[src/rtl/vga_timing_gen.sv]
// VGA raster timing generator: pixel/line counters with registered sync, blank and
// strobe decodes, plus an optional fixed delay line on the control outputs.
module vga_timing_gen #(
  parameter int H_ACTIVE = 640,
  parameter int H_FP     = 16,
  parameter int H_SYNC   = 96,
  parameter int H_BP     = 48,
  parameter int V_ACTIVE = 480,
  parameter int V_FP     = 10,
  parameter int V_SYNC   = 2,
  parameter int V_BP     = 33,
  parameter int HS_POL   = 0,
  parameter int VS_POL   = 0,
  parameter int CW       = 12,
  parameter int DELAY    = 0
) (
  input  logic          clk,
  input  logic          rst_n,
  input  logic          pix_ce,
  input  logic          en,
  output logic [CW-1:0] pixel_x,
  output logic [CW-1:0] pixel_y,
  output logic          hsync,
  output logic          vsync,
  output logic          video_on,
  output logic          vblank,
  output logic          line_start,
  output logic          frame_start
);

  localparam int HT = H_ACTIVE + H_FP + H_SYNC + H_BP;
  localparam int VT = V_ACTIVE + V_FP + V_SYNC + V_BP;

  if (HT >= (1 << CW)) begin : g_ht_chk
    $error("vga_timing_gen: HT does not fit in CW bits");
  end
  if (VT >= (1 << CW)) begin : g_vt_chk
    $error("vga_timing_gen: VT does not fit in CW bits");
  end
  if (DELAY < 0 || DELAY > 7) begin : g_dly_chk
    $error("vga_timing_gen: DELAY must be in 0..7");
  end

  localparam logic [CW-1:0] HT_M1   = CW'(HT - 1);
  localparam logic [CW-1:0] VT_M1   = CW'(VT - 1);
  localparam logic [CW-1:0] H_ACT_C = CW'(H_ACTIVE);
  localparam logic [CW-1:0] V_ACT_C = CW'(V_ACTIVE);
  localparam logic [CW-1:0] HS_BEG  = CW'(H_ACTIVE + H_FP);
  localparam logic [CW-1:0] HS_END  = CW'(H_ACTIVE + H_FP + H_SYNC);
  localparam logic [CW-1:0] VS_BEG  = CW'(V_ACTIVE + V_FP);
  localparam logic [CW-1:0] VS_END  = CW'(V_ACTIVE + V_FP + V_SYNC);
  localparam logic          HS_ACT  = (HS_POL != 0);
  localparam logic          VS_ACT  = (VS_POL != 0);

  // Control bundle: [5]frame_start [4]line_start [3]vblank [2]video_on [1]vsync [0]hsync
  localparam logic [5:0] CTL_RST = {4'b0000, ~VS_ACT, ~HS_ACT};

  typedef enum logic {IDLE, RUN} state_e;

  state_e        state_q, state_d;
  logic [CW-1:0] h_q, h_d, v_q, v_d;
  logic [5:0]    ctl_q, ctl_d;
  logic [5:0]    ctl_o;

  function automatic logic [5:0] decode(input logic [CW-1:0] h, input logic [CW-1:0] v,
                                        input logic ls, input logic fs);
    logic hs_on, vs_on;
    hs_on = (h >= HS_BEG) && (h < HS_END);
    vs_on = (v >= VS_BEG) && (v < VS_END);
    return {fs, ls, (v >= V_ACT_C), (h < H_ACT_C) && (v < V_ACT_C),
            vs_on ? VS_ACT : ~VS_ACT, hs_on ? HS_ACT : ~HS_ACT};
  endfunction

  always_comb begin
    state_d = state_q;
    h_d     = h_q;
    v_d     = v_q;
    ctl_d   = {2'b00, ctl_q[3:0]};
    if (!en) begin
      state_d = IDLE;
      h_d     = '0;
      v_d     = '0;
      ctl_d   = CTL_RST;
    end else if (pix_ce) begin
      if (state_q == IDLE) begin
        state_d = RUN;
        h_d     = '0;
        v_d     = '0;
        ctl_d   = decode('0, '0, 1'b1, 1'b1);
      end else begin
        if (h_q == HT_M1) begin
          h_d = '0;
          v_d = (v_q == VT_M1) ? '0 : v_q + 1'b1;
        end else begin
          h_d = h_q + 1'b1;
        end
        // Decodes follow the updated position so they line up with pixel_x/pixel_y.
        ctl_d = decode(h_d, v_d, (h_d == '0), (h_d == '0) && (v_d == '0));
      end
    end
  end

  always_ff @(posedge clk or negedge rst_n) begin
    if (!rst_n) begin
      state_q <= IDLE;
      h_q     <= '0;
      v_q     <= '0;
      ctl_q   <= CTL_RST;
    end else begin
      state_q <= state_d;
      h_q     <= h_d;
      v_q     <= v_d;
      ctl_q   <= ctl_d;
    end
  end

  if (DELAY == 0) begin : g_nodly
    assign ctl_o = ctl_q;
  end else begin : g_dly
    logic [5:0] dly_q [DELAY];

    always_ff @(posedge clk or negedge rst_n) begin
      if (!rst_n) begin
        for (int i = 0; i < DELAY; i++) dly_q[i] <= CTL_RST;
      end else if (!en) begin
        for (int i = 0; i < DELAY; i++) dly_q[i] <= CTL_RST;
      end else begin
        dly_q[0] <= ctl_q;
        for (int i = 1; i < DELAY; i++) dly_q[i] <= dly_q[i-1];
      end
    end

    assign ctl_o = dly_q[DELAY-1];
  end

  assign pixel_x = h_q;
  assign pixel_y = v_q;
  assign {frame_start, line_start, vblank, video_on, vsync, hsync} = ctl_o;

endmodule
[config.mk]
export PLATFORM = sky130hd
export DESIGN_NAME = vga_timing_gen
export DESIGN_NICKNAME = d
export VERILOG_FILES = /design/src/rtl/vga_timing_gen.sv
export SDC_FILE = /design/constraint.sdc
export NUM_CORES = 1
export LEC_CHECK = 0
export BUFFER_PORTS_ARGS = -buffer_cell sky130_fd_sc_hd__buf_4
export CAP_MARGIN = 20
export CELL_PAD_IN_SITES_DETAIL_PLACEMENT = 1
export CELL_PAD_IN_SITES_GLOBAL_PLACEMENT = 1
export CORE_ASPECT_RATIO = 1.1
export CORE_MARGIN = 5
export CORE_UTILIZATION = 44
export CTS_BUF_LIST = sky130_fd_sc_hd__clkbuf_4 sky130_fd_sc_hd__clkbuf_8
export CTS_CLUSTER_DIAMETER = 40
export DETAILED_ROUTE_END_ITERATION = 8
export GPL_ROUTABILITY_DRIVEN = 1
export PLACE_DENSITY_LB_ADDON = 0.1
export SYNTH_ARGS = -nofsm -noshare
export SYNTH_HDL_FRONTEND = slang
export SYNTH_SLANG_ARGS = --single-unit
export TNS_END_PERCENT = 100
[constraint.sdc]
create_clock -name clk -period 2.45 [get_ports clk]
set_clock_uncertainty 0.2 [all_clocks]
set_input_delay 0.735 -clock clk [delete_from_list [all_inputs] [get_ports clk]]
set_output_delay 0.735 -clock clk [all_outputs]
set_load 0.01 [all_outputs]
==> flow_summary.ini <==
[die]
ioPinCount = 34
die_w_um = 76.5
dieHeight_um = 83.1
rows = 26
start_util_pct = 45.6
die_area_um2 = 6360
core_um2 = 4680

[yosys]
syn_area_um2 = 2140
avgSynthCellArea_um2 = 8.22
yosys-top-cells-count = nand2_1, o21ai_0, dfrtp_1
synth_top_area_share_pct = 33.9
synth_ff_type = dfrtp_1
synthArstFlopShare_pct = 100
yosysUniqueCellTypes = 51
yosys-top-cells-area = dfrtp_1, o21ai_0, nand2_1
synth.yosys.warnings = 0
synth-seq-cells = 31
syn_inst = 260
synth_largest_area_cell = dfrtp_1
yosysMostFrequentCell = nand2_1
synth-seq-area-share_pct = 36.4
synth_edf_count = 0
syn-num-nets = 267

[drt]
vias = 2302
drtAntennaViolNets = 0
route.final.wire_length_um = 7350
firstDrtPassIters = 4
via_per_inst = 6.26
drt_iter0_markers = 138
wl_per_cell_um = 20.0
drc_errors = 0

[timing]
tightestPinTransition_ns = 0.474
layout_min_cycle_time_ns = 2.34
fmax_ghz = 0.427
hold_viol = 0
rsz0062_at_grt = false
finalMaxSlewViolations = 0
slew_headroom_pct = 68.4
setup_viol = 0
finalSetupTns_ns = 0
fin_ws_ns = 0.111
post-route-period-util_pct = 95.5

[power]
p_sw_share_pct = 22.8
seqPwrFrac_pct = 46.4
clkPwrFrac_pct = 47.9
peakVddDrop_uv = 325
p_leak_nw = 1.24
comb_power_share_pct = 5.8
p_sw_w = 0.000256
p_per_area_nw_per_um2 = 411
p_int_w = 0.000866

[clock_network]
ctsRootBufferMaster = clkbuf_8
cts_tree = yes
cts_buffers = 5
clkTransAtPathRegs_ns = 0.08
cts_setup_buffers = 0
htreeDepth = 2
numClockSinks = 31
clockBufferDepth = 2
clk_latency_ns = 0.29

[min_path]
hp-class = in -> async

[placement]
post-dp-hpwl_um = 5180
gp_congestion = 0.878
post-place-ws_ns = -0.0437
dp_cells = 360
io_buffers = 33

[final_layout]
seqCellArea_um2 = 778
syn_to_final_growth_pct = 27.8
multiInputGateArea_um2 = 1270
fill_cells = 575
fin_nets = 318
antenna_cells = 0
drive_above_1_share_pct = 28.5
fin_cells = 368

[grt]
grt_overflow = 0
track_usage_pct = 23.8
grt_pass1_vias = 2446
grt_max_degree = 32
grt_pass1_wl_um = 12500
antenna_found_initial = 0

[critical_path]
crit_path_end_kind = register
r2r_setup_slack_ns = 0.11
critical_path.max_fanout = 4
critPathLaunchType = register
critPathArrivalTime_ns = 2.35
critical_path_class = reg -> reg
cp.required_ns = 2.46

[outcome]
status = complete, no violations

[flow_run]
drv_cap = 0
state kept, by name (all words and copies together) (netlist names):
name     count
pixel_y     12
pixel_x     12
ctl_o        6
state_q      1
final cells by class:
type / instances / area share, %
clock buffer: 6 / 3.02
multi-input combinational: 206 / 46.7
inverter: 3 / 0.412
sequential: 31 / 28.5
clock inverter: 2 / 1.28
tap: 56 / 2.56
timing repair buffer: 64 / 17.6
critical path, stage by stage (launching register included):
cell and delay (ns):
dfrtp_1 0.37, ha_2 0.23, nand4_2 0.12, nor4_1 0.28, nand4_1 0.25, xnor2_2 0.22, nand4_2 0.16, nor4b_2 0.32
a21oi_1 0.11
metal layers:
metal / up-vias / part of all wire, % / track usage, %
li1: 1068 / - / -
met1: 1155 / 43 / 28.6
met2: 67 / 51 / 41.9
met3: 12 / 4.7 / 4.76
met4: 0 / 2.1 / 8.27
met5: - / 0 / 0
path summary, 6_finish.rpt:
kind,from,endpoint,depth (start not counted)
min in group clk,ctl_o[3],ctl_o[3],1
setup / recovery,pixel_x[0],ctl_o[1],8
hold / removal,rst_n,pixel_y[11],1
setup reg to reg,pixel_x[0],ctl_o[1],8
hold reg to reg,ctl_o[3],ctl_o[3],1
max in group asynchronous,rst_n,ctl_o[0],1
cells in the final DEF, fill, tap and decap left out, drive strengths merged, types with 7 or more instances in the layout:
| cell type | Yosys | routed |
|---|---|---|
| a21oi | 12 | 12 |
| a31oi | 9 | 9 |
| and3 | 11 | 11 |
| buf | 12 | 64 |
| dfrtp | 29 | 29 |
| nand2 | 37 | 37 |
| nand3 | 12 | 12 |
| nand4 | 13 | 13 |
| nor2 | 14 | 14 |
| o21ai | 34 | 34 |
| xnor2 | 7 | 7 |
power groups by stage:
stage	Sequential (W)	Clock (W)	Combinational, W
floorplan	0.000532	0	0.0000235
global placement	0.000529	0	0.0000615
detailed placement	0.000530	0	0.0000632
CTS	0.000520	0.000545	0.0000643
global route	0.000521	0.000563	0.0000715
finish	0.000520	0.000537	0.0000648
stage by stage:
step	util, %	total power, W	hold slack (ns)	area [µm²]
global placement	55.3	0.000591	0.280	2590
CTS	57.9	0.00113	0.188	2710
global route	58.3	0.00116	0.214	2730
detailed placement	55.3	0.000593	0.275	2590
floorplan	-	0.000555	0.239	2140
finish	58.3	0.00112	0.180	2730
repair_timing:
action                     in CTS  in global routing
gates resized for setup         2                  8
pin swaps                       0                  1
cloned                          0                  0
setup endpoints to repair       3                  5
hold buffers                    0                  0
cells by family after synthesis:
group,synth area share [%]
simple gates,29.0
compound gates,23.2
flops,36.4
buf+inv,5.21
xor+xnor,4.04
fa+ha+maj,1.76
mux,0.468
Note: power is estimated with default switching activity, not from simulation.
